--- src/rtl/nibble_serial_logic_unit_pkg.sv ---
// Shared encodings for the nibble-serial logic unit.
// Used by the top (FSM, counter) and by the combinational slice.
package nibble_serial_logic_unit_pkg;

  typedef enum logic [1:0] {
    OP_AND = 2'b00,
    OP_OR  = 2'b01,
    OP_XOR = 2'b10,
    OP_NOR = 2'b11
  } op_t;

  typedef enum logic [1:0] {
    IDLE = 2'b00,
    RUN  = 2'b01,
    FIN  = 2'b10
  } state_t;

  localparam int NIBBLES = 8;
  localparam logic [2:0] LAST_NIB = 3'(NIBBLES - 1);

endpackage

--- src/rtl/nibble_logic_slice.sv ---
// 4-bit combinational logic slice, reused once per nibble.
// Computes AND / OR / XOR / NOR of X and Y.
module nibble_logic_slice
  import nibble_serial_logic_unit_pkg::*;
(
  input  logic [3:0] X,
  input  logic [3:0] Y,
  input  op_t        OP,
  output logic [3:0] RES
);

  always_comb begin
    RES = '0;
    unique case (OP)
      OP_AND: RES = X & Y;
      OP_OR:  RES = X | Y;
      OP_XOR: RES = X ^ Y;
      OP_NOR: RES = ~(X | Y);
    endcase
  end

endmodule

--- src/rtl/nibble_serial_logic_unit.sv ---
// Multi-cycle 32-bit logic unit: one 4-bit slice over 8 cycles, LSB first.
// Optional ZERO flag register enabled by defining NSLU_ZERO_FLAG_EN.
module nibble_serial_logic_unit
  import nibble_serial_logic_unit_pkg::*;
(
  input  logic        CLK,
  input  logic        RST,
  input  logic        START,
  input  logic [1:0]  OP,
  input  logic [31:0] A,
  input  logic [31:0] B,
  output logic [31:0] R,
  output logic        BUSY,
  output logic        DONE
`ifdef NSLU_ZERO_FLAG_EN
  ,
  output logic        ZERO
`endif
);

  state_t      state;
  state_t      nxt;
  logic [2:0]  cnt;
  logic [31:0] a_sh;
  logic [31:0] b_sh;
  logic [31:0] res_sh;
  logic [31:0] res_full;
  op_t         op_q;
  logic [3:0]  nib;
  logic        load;
  logic        step;
  logic        fin;

  nibble_logic_slice u_slice (
    .X   (a_sh[3:0]),
    .Y   (b_sh[3:0]),
    .OP  (op_q),
    .RES (nib)
  );

  assign res_full = {nib, res_sh[31:4]};
  assign BUSY     = (state == RUN);
  assign DONE     = (state == FIN);

  always_ff @(posedge CLK or posedge RST) begin
    if (RST) state <= IDLE;
    else     state <= nxt;
  end

  always_comb begin
    nxt  = state;
    load = 1'b0;
    step = 1'b0;
    fin  = 1'b0;
    case (state)
      IDLE: begin
        if (START) begin
          load = 1'b1;
          nxt  = RUN;
        end
      end
      RUN: begin
        step = 1'b1;
        if (cnt == LAST_NIB) begin
          fin = 1'b1;
          nxt = FIN;
        end
      end
      FIN: begin
        // Launching from FIN keeps the back-to-back period at 9 cycles
        if (START) begin
          load = 1'b1;
          nxt  = RUN;
        end else begin
          nxt  = IDLE;
        end
      end
      default: nxt = IDLE;
    endcase
  end

  always_ff @(posedge CLK or posedge RST) begin
    if (RST) begin
      cnt    <= '0;
      a_sh   <= '0;
      b_sh   <= '0;
      res_sh <= '0;
      op_q   <= OP_AND;
    end else if (load) begin
      cnt    <= '0;
      a_sh   <= A;
      b_sh   <= B;
      res_sh <= '0;
      op_q   <= op_t'(OP);
    end else if (step) begin
      cnt    <= cnt + 3'd1;
      a_sh   <= {4'h0, a_sh[31:4]};
      b_sh   <= {4'h0, b_sh[31:4]};
      res_sh <= res_full;
    end
  end

  always_ff @(posedge CLK or posedge RST) begin
    if (RST)      R <= '0;
    else if (fin) R <= res_full;
  end

`ifdef NSLU_ZERO_FLAG_EN
  always_ff @(posedge CLK or posedge RST) begin
    if (RST)      ZERO <= 1'b1;
    else if (fin) ZERO <= (res_full == 32'h0);
  end
`endif

endmodule

--- config.mk ---
export PLATFORM = sky130hd
export DESIGN_NAME = nibble_serial_logic_unit
export DESIGN_NICKNAME = d
export VERILOG_FILES = /design/src/rtl/nibble_serial_logic_unit_pkg.sv /design/src/rtl/nibble_logic_slice.sv /design/src/rtl/nibble_serial_logic_unit.sv
export SDC_FILE = /design/constraint.sdc
export NUM_CORES = 1
export LEC_CHECK = 0
export CAP_MARGIN = 20
export CORE_UTILIZATION = 45
export CTS_BUF_LIST = sky130_fd_sc_hd__clkbuf_8
export DETAILED_ROUTE_END_ITERATION = 12
export PLACE_DENSITY = 0.79
export SYNTH_ARGS = -nofsm -noshare
export SYNTH_HDL_FRONTEND = slang
export SYNTH_SLANG_ARGS = --single-unit
--- constraint.sdc ---
create_clock -name CLK -period 13.1 [get_ports CLK]
set_input_delay 3.93 -clock CLK [delete_from_list [all_inputs] [get_ports CLK]]
set_output_delay 3.93 -clock CLK [all_outputs]
set_load 0.01 [all_outputs]
=== Yosys cells after proc, flatten, opt, wreduce, memory -nomap -nowiden ===
Cells that the tools add are included.

* Register bits: 135
* Input bits: 69
* Output and inout bits: 34
* Logic and storage cells: 43

* Add/subtract/negate cells: 1
* Eq/ne operators: 8
* Muxes and demuxes: 18
* Bitwise operators: 4
* Reduce and logical (&&, ||, !) cells: 5

{| class="wikitable"
|+ Operator list
! cell !! count
|-
| 32-bit 2-to-1 mux || 6
|-
| 4-bit one-hot mux with 4 select lines || 1
|-
| 2-bit == test (second input constant) || 3
|-
| 1-bit 2-to-1 mux || 6
|-
| 3-bit 2-to-1 mux || 2
|-
| 2-bit one-hot mux with 3 select lines || 1
|-
| 4-bit bitwise AND || 1
|-
| 2-bit by 1-bit == test with 1-bit output (second input constant) || 2
|-
| 2-bit zero test || 2
|-
| 2-bit 2-to-1 mux || 2
|-
| 4-bit inverter || 1
|-
| 4-bit bitwise OR || 1
|-
| 4-bit XOR || 1
|-
| 3-bit by 1-bit adder with 3-bit output (second input constant) || 1
|-
| 3-bit == test (second input constant) || 1
|-
| 2-bit by 1-bit != test with 1-bit output (second input constant) || 1
|-
| 2-bit != test (second input constant) || 1
|-
| 2-bit AND reduction || 1
|-
| 2-bit nonzero test || 1
|-
| 2-bit OR reduction || 1
|}

=== Longest topological paths before layout ===
Gate-level depths: netlist of run 1.

* Depth after elaboration: 5
* Depth in mapped cells: 7
* Depth with buffers taken out: 5

=== Hierarchy ===
Synthesis of run 1 repeated with hierarchy kept, for this count alone.

* Cell total of the unflattened synthesis: 523
* Area, all modules: 6990.5 sq um

{| class="wikitable"
|+ Modules (own cells, without submodules)
! module !! instances !! cells an instance !! area an instance (sq um) !! sequential area each (sq um)
|-
| nibble_serial_logic_unit || 1 || 493 || 6730.2 || 3278.1
|-
| nibble_logic_slice || 1 || 30 || 260.2 || 0.0
|}

=== Worst setup path after synthesis of run 1 ===
No wires, ideal clock.

* Path type: reg2out
* From: reg state[1]
* To: out BUSY
* Arrival time: 978 ps
* Data required time: 9170 ps
* Setup slack: 8192 ps
* Stages on the path, launching flop included: 6
* Buffers on the path: 3
* Cell sequence: dfrtp_1 -> nand2b_1 -> buf_2 -> inv_2 -> buf_6 -> buf_2

* Cells in the longest elaborated chain, start to end: 1

{| class="wikitable"
|+ Ends and longest elaborated chain
! element !! RTL line !! text
|-
| start, declared || nibble_serial_logic_unit.sv:21 || <nowiki>state_t state;</nowiki>
|-
| start signal, assigned || nibble_serial_logic_unit.sv:47 || <nowiki>else state <= nxt;</nowiki>
|-
| 2-bit by 1-bit == test with 1-bit output || nibble_serial_logic_unit.sv:42 || <nowiki>assign BUSY = (state == RUN);</nowiki>
|-
| end, declared || nibble_serial_logic_unit.sv:13 || <nowiki>output logic BUSY,</nowiki>
|}

No other way between the ends.

=== Worst setup path after layout of run 1 ===
* From: reg state[0]
* To: out BUSY

Same word-level chain as after synthesis.

==> impl_results.md, run 1 <==
- Result of the run: complete, but fails checks
- Violations in the final reports: design-rule violations
- Startpoint class of the critical path: flop
- Number of global-route vias before repair: 3875
- Num rows: 39
- Worst relative slew slack: 27.25%
- Number of failing hold endpoints at the final stage: 0
- Crit path max fanout: 5
- Crit Path Category: flop to output pin
- Synthesized instance count: about 460
- Synthesized net count: 535
- Met2 WL post-DR: 5907 µm
- WP buf/inv: 2
- Count of vias placed by the detailed router: 3942
- CP max-delay cell: clkdlybuf4s50_1
- Sequential share of the synthesized area: 60.41%
- Routed met3 length: roughly 550 µm
- Yosys warns: 0
- Overall die area: 12500 µm²
- Fillers: 940
- First DRT Iteration DRCs: 359
- Leading cell type in the layout, fill and taps excluded: dfrtp_1
- Vertical die dimension: 111.8 µm
- Placeable core area: between 10000 and 15000 µm²
- Total count of max-transition violations in the final report: 0
- Most used cells in the layout excluding fill and tap cells: dfrtp_1 (131), clkdlybuf4s50_1 (102), nand2_1 (58)
- Type of destination of the critical path: output pin
- Delay of the slowest critical-path stage: approximately 540 ps
- Antenna cells: 0
- Achievable frequency: roughly 0.18 GHz
- Post-layout net count: 622
- Post-CTS Resized: 0
- Placed cell area: 6489 µm²
- Critical path data required time: 9170 ps
- Register-to-register path setup slack: 10880 ps
- Residual DRC: 7
- Worst r2r dst: res_sh[16]$_DFFE_PP0P_
- Root Buffer Master: clkbuf_8
- Post-synth ARST share: between 90% and 100%
- Number of maximum-capacitance constraint violations: 0
- Num CTS Buffers: 17
- Share of final-layout standard cells stronger than drive strength 1: 7.734%
- Worst hold path class: flop to flop
- Critical path arrival: 1660 ps
- Period utilisation layout: 42.68%
- Syn Std Cell Area: 5426 µm²
- Worst-case clock skew: 9.184 ps
- Worst min-delay path endpoint: cnt[0]$_DFFE_PP0P_
- CTS Sinks: 131
- Overflow after GRT: 0
- Setup repair after global routing missed its margin: no
- Max IR drop VDD: roughly 0.16 mV
- Number of buffers on the longest clock path: 2
- Level count of the clock H-tree: 4
- Post-route minimum period: 5591 ps
- Distinct cell type count after synthesis: 23
- Area growth from synthesis to layout: 26.59%
- Final TNS setup: 0 ps
- Number of cells on the worst hold path: 1
- Number of setup buffers added after CTS: 0
- Highest signal layer in the routed design: met4
- Top_reg_cell synth: dfrtp_1
- Die boundary width: 111.8 µm
- Mean area per synthesized cell: 11.90 µm²
- Routed via count divided by cell count: 5.639
- Worst reg2reg startpoint: state[0]$_DFFE_PP0P_
- Hpwl dp: between 7000 and 8000 µm
- Tightest Pin Transition: 1091 ps
- CP Depth: 3
- Crit path cell chain: nand2b_2 -> inv_2 -> clkdlybuf4s50_1
- Clock-pin slew of the registers on the worst-case setup and hold paths: roughly 80 ps
- CTS tree: yes
- Number of search-and-repair iterations in the first detailed-routing pass: 9
- Total of hold buffers inserted after clock tree synthesis: 0
- Number of buffers added on ports: 102
- DRT antenna net count: 0
- Effective utilization at floorplan: 46.92%
- Number of storage elements in the synthesis netlist: 131
- P per Cell Area: 236.3 nW/µm²
- Finish-stage setup viols: 0
- Clock network latency to the later pin of the worst-skew pair: between 400 and 500 ps
- Total routing usage reported by global routing: 19.84%
- Wire length of the first global-routing pass: 19330 µm
- Hold path startpoint: cnt[0]$_DFFE_PP0P_
- Met1 wire length: 5156 µm
- Ports: 103
- Post-synth EDFFs: 0
- Number of antenna violations at the first check in global routing: 0
- R2r worst-path depth: 6
- P_leak: around 3.2 nW
- Drt wl/cell: between 15 and 20 µm
- Final Instance Area: slightly below 7000 µm²
- Post-Route WL: 11840 µm
- Worst hold slack after final layout: between 400 and 500 ps
- Routability congestion estimate from global placement: 0.7786
- Cell family with the largest share of critical-path delay: buffers and inverters
- Maximum number of pins on one net before global-route repair: 92
[how the worst max path moves through the flow]
| stage | end | start | slack [ps] |
|---|---|---|---|
| CTS | BUSY | state[0]$_DFFE_PP0P_ | 7480 |
| global route | DONE | state[0]$_DFFE_PP0P_ | 7410 |
| finish | BUSY | state[0]$_DFFE_PP0P_ | 7510 |
| detailed placement | res_sh[6]$_DFFE_PP0P_ | START | 7190 |
| global placement | res_sh[24]$_DFFE_PP0P_ | START | 7250 |
| floorplan | R[0]$_DFFE_PP0P_ | RST | 5670 |
[flip-flops by register name, indices dropped and copies added, names as in the netlist]
name	flops
R	32
a_sh	32
b_sh	32
res_sh	28
cnt	3
op_q	2
state	2
[Yosys cell counts (2+ instances only)]
| cell type | n | area share [%] |
|---|---|---|
| ha_1 | 10 | 2.3 |
| buf_2 | 20 | 1.8 |
| buf_4 | 2 | 0.28 |
| mux2_1 | 32 | 6.6 |
| o21ai_1 | 9 | 0.83 |
| a22oi_1 | 48 | 6.6 |
| nor3_1 | 8 | 0.74 |
| inv_1 | 10 | 0.69 |
| nand2b_1 | 2 | 0.23 |
| xnor2_1 | 4 | 0.65 |
| clkbuf_1 | 16 | 1.1 |
| nand2_1 | 58 | 4.0 |
| a221o_1 | 8 | 1.5 |
| dfrtp_1 | 131 | 60 |
| mux2i_1 | 4 | 0.74 |
| nor2b_1 | 2 | 0.23 |
| buf_6 | 2 | 0.42 |
| a22o_1 | 34 | 5.5 |
| nand3_1 | 52 | 4.8 |
[cell type report]
cell class                 count  area, µm²  area share (%)
sequential                   131       3278           47.72
clock inverter                15      146.4           2.131
multi-input combinational    274       1922           27.98
inverter                      11      43.79          0.6375
tap                          143      178.9           2.605
timing repair buffer         108       1066           15.52
clock buffer                  17      234.0           3.406
[logic make-up (layout without fill, tap and decap cells)]
| family | Yosys count | in the layout | share of synthesized area (%) |
|---|---|---|---|
| multiplexers | 36 | 36 | 7.378 |
| adder cells (fa/ha/maj) | 10 | 10 | 2.306 |
| XOR/XNOR | 4 | 4 | 0.6455 |
| buffers and inverters | 51 | 151 | 4.404 |
| flip-flops | 131 | 131 | 60.41 |
| AO/OA/AOI/OAI | 100 | 100 | 14.60 |
| AND/OR/NAND/NOR | 124 | 124 | 10.26 |
[where the power goes]
part           switching (W)  internal [W]  leakage (nW)
Combinational       0.000310      0.000291          1.34
Clock               0.000174      0.000155         0.188
Sequential          0.000114      0.000578          1.68
Total               0.000599       0.00102          3.21
[routing by layer]
metal	GRT usage, %	up-vias
li1	-	1826
met1	26.29	1956
met2	32.26	143
met3	3.919	17
met4	7.838	0
met5	0	-
[per-stage QoR]
stage,worst slack (ps),utilization (%),total power [W],cells
global placement,7254,56.11,0.001263,667
floorplan,5672,-,0.001090,456
finish,7509,59.40,0.001623,699
CTS,7477,59.40,0.001631,699
global route,7409,59.40,0.001734,699
detailed placement,7187,56.11,0.001299,667
Note: power is estimated with default switching activity, not from simulation.
==> run 2, diff against run 1 <==
PLACE_DENSITY = 0.81   (was 0.79)
clock period = 4.8 ns   (was 13.1 ns; I/O delays follow)
==> run 2 against run 1 <==
The flow still finishes with violations (design-rule violations). Cell count rose by 0.29%. Largest cell class unchanged. Global-route usage rose by 0.34 points. Power rose to 2.7 times the previous value. Worst hold slack improved by 1.4 ps. Highest routed layer unchanged. Sequential power rose to 2.7 times the previous value.
==> impl_results.md, run 2 (same netlist as run 1, synthesis figures left out) <==
- Final Instance Area: 6902 µm² (+0.47%)
- Vertical die dimension: 111.8 µm (unchanged)
- Clock-pin slew of the registers on the worst-case setup and hold paths: 70 ps (about the same)
- Period utilisation layout: 65.65%
- Routability congestion estimate from global placement: 0.7815 (+0.37%)
- Hpwl dp: 7604 µm (-0.31%)
- Overflow after GRT: 0 (unchanged)
- Worst hold path class: flop to flop
- Maximum number of pins on one net before global-route repair: 92 (unchanged)
- Total of hold buffers inserted after clock tree synthesis: 0 (unchanged)
- CTS tree: yes
- CP max-delay cell: clkdlybuf4s50_1
- Num CTS Buffers: 17 (unchanged)
- Clock network latency to the later pin of the worst-skew pair: 430 ps (about the same)
- Worst reg2reg startpoint: state[0]$_DFFE_PP0P_
- Crit Path Category: flop to output pin
- Placed cell area: 6518 µm² (+0.44%)
- Number of maximum-capacitance constraint violations: 0 (unchanged)
- Final standard cell utilization of the core: 59.68% (+0.28 points)
- Post-Place Worst Slack: 1480 ps (-5707 ps)
- Leading cell type in the layout, fill and taps excluded: dfrtp_1
- Total routing usage reported by global routing: 20.19% (+0.34 points)
- Critical path data required time: 3360 ps (-5810 ps)
- Worst hold slack after final layout: 490.3 ps (+1.379 ps)
- Number of antenna violations at the first check in global routing: 0 (unchanged)
- Worst-case clock skew: 13.31 ps (+4.124 ps)
- Hold path startpoint: R[2]$_DFFE_PP0P_
- Die boundary width: 111.8 µm (unchanged)
- Number of setup buffers added after CTS: 0 (unchanged)
- Worst relative slew slack: 39.26% (+12 points)
- Total count of max-transition violations in the final report: 0 (unchanged)
- Post-layout net count: 625 (+0.48%)
- Num rows: 39 (unchanged)
- Number of cells on the worst hold path: 1 (unchanged)
- Final TNS setup: 0 ps (unchanged)
- Crit path cell chain: nor2b_1 -> clkdlybuf4s50_1
- Root Buffer Master: clkbuf_8
- Violations in the final reports: design-rule violations
- Startpoint class of the critical path: flop
- Count of vias placed by the detailed router: 3988 (+1.2%)
- Antenna cells: 0 (unchanged)
- Final Worst Setup Slack: 1649 ps (-5860 ps)
- Drt wl/cell: 16.82 µm (-0.68%)
- Wire length of the first global-routing pass: 19790 µm (+2.4%)
- P per Cell Area: 635.0 nW/µm² (+170%)
- Post-Route WL: 11790 µm (-0.40%)
- Number of buffers added on ports: 102 (unchanged)
- Type of destination of the critical path: output pin
- Crit path max fanout: 5 (unchanged)
- Residual DRC: 2 (-5)
- Setup repair after global routing missed its margin: no
- Level count of the clock H-tree: 4 (unchanged)
- Max IR drop VDD: 0.3374 mV (+110%)
- Area growth from synthesis to layout: 27.18%
- Delay of the slowest critical-path stage: 570 ps (+30 ps)
- Result of the run: complete, but fails checks
- Worst min-delay path endpoint: R[2]$_DFFE_PP0P_
- Overall die area: 12500 µm² (unchanged)
- Effective utilization at floorplan: 46.92% (unchanged)
- Number of search-and-repair iterations in the first detailed-routing pass: 12 (+3)
- Tightest Pin Transition: 911.1 ps (-180.1 ps)
- R2r worst-path depth: 6 (unchanged)
- Ports: 103 (unchanged)
- Worst r2r dst: res_sh[21]$_DFFE_PP0P_
- Number of global-route vias before repair: 3980 (+2.7%)
- Register-to-register path setup slack: 2660 ps (-8220 ps)
- Achievable frequency: between 0.3 and 0.4 GHz
- CTS Sinks: 131 (unchanged)
- Top flop regs: R (32), a_sh (32), b_sh (32)
- Routed via count divided by cell count: 5.689 (+0.88%)
- Cell family with the largest share of critical-path delay: buffers and inverters
- Share of final-layout standard cells stronger than drive strength 1: 8.244% (+0.51 points)
- P_leak: 3.226 nW (+0.47%)
- Post-CTS Resized: 0 (unchanged)
- Critical path arrival: 1710 ps (+50 ps)
- Most used cells in the layout excluding fill and tap cells: dfrtp_1 (131), clkdlybuf4s50_1 (102), nand2_1 (58)
- Number of failing hold endpoints at the final stage: 0 (unchanged)
- Placeable core area: 11560 µm² (unchanged)
- Post-route minimum period: between 3000 and 4000 ps
- First DRT Iteration DRCs: 290 (-19%)
- WP buf/inv: 1 (-1)
- Finish-stage setup viols: 0 (unchanged)
- DRT antenna net count: 0 (unchanged)
- Number of buffers on the longest clock path: 2 (unchanged)
## run 2: cell types whose count changed in the layout (fill, tap and decap cells not counted)
cell	before	now
buf_4	6	7
inv_6	7	3
inv_4	1	0
inv_1	10	9
inv_8	1	0
clkinv_2	0	3
buf_12	0	2
clkinv_4	2	5
## run 2: metal layers
layer,vias to the layer above,global-route usage (%),routed length [µm]
li1,1826,-,-
met1,1993,26.64,5177
met2,145,31.68,5726
met3,24,5.335,604
met4,0,8.468,280
met5,-,0,0
## run 2: layout make-up
type / count / area (µm²)
Multi-Input combinational cell: 274 / 1922
Clock inverter: 14 / 130.1
Timing Repair Buffer: 111 / 1114
Clock buffer: 17 / 234.0
Sequential cell: 131 / 3278
Fill cell: 930 / 4663
Inverter: 11 / 45.04
Tap cell: 143 / 178.9
## run 2: power by group
group          total [W]  switching, W  internal (W)
clock           0.000853      0.000442      0.000411
combinational    0.00165      0.000845      0.000805
sequential       0.00188      0.000301       0.00158
total            0.00438       0.00159       0.00279
## run 2: how the worst max path moves through the flow
stage / to / slack [ps] / cells after the start / startpoint
after floorplan: R[0]$_DFFE_PP0P_ / 1740 / 1 / RST
after global placement: b_sh[2]$_DFFE_PP0P_ / 1510 / 5 / START
final: DONE / 1650 / 2 / state[0]$_DFFE_PP0P_
after global routing: DONE / 1550 / 2 / state[0]$_DFFE_PP0P_
after detailed placement: b_sh[2]$_DFFE_PP0P_ / 1480 / 5 / START
after CTS: DONE / 1640 / 2 / state[0]$_DFFE_PP0P_
## run 2: through the flow
stage	std cells	total power, W
2_1_floorplan	456	0.002975
3_3_place_gp	669	0.003453
3_5_place_dp	669	0.003543
4_1_cts	700	0.004397
5_1_grt	701	0.004702
6_report	701	0.004383
## run 2: worst register-to-register path, stage by stage, from the launching register on
cell and delay, ps:
dfrtp_1 510, nand2b_2 100, inv_2 80, buf_4 720, nor2_2 90, buf_4 290
a22o_1 240
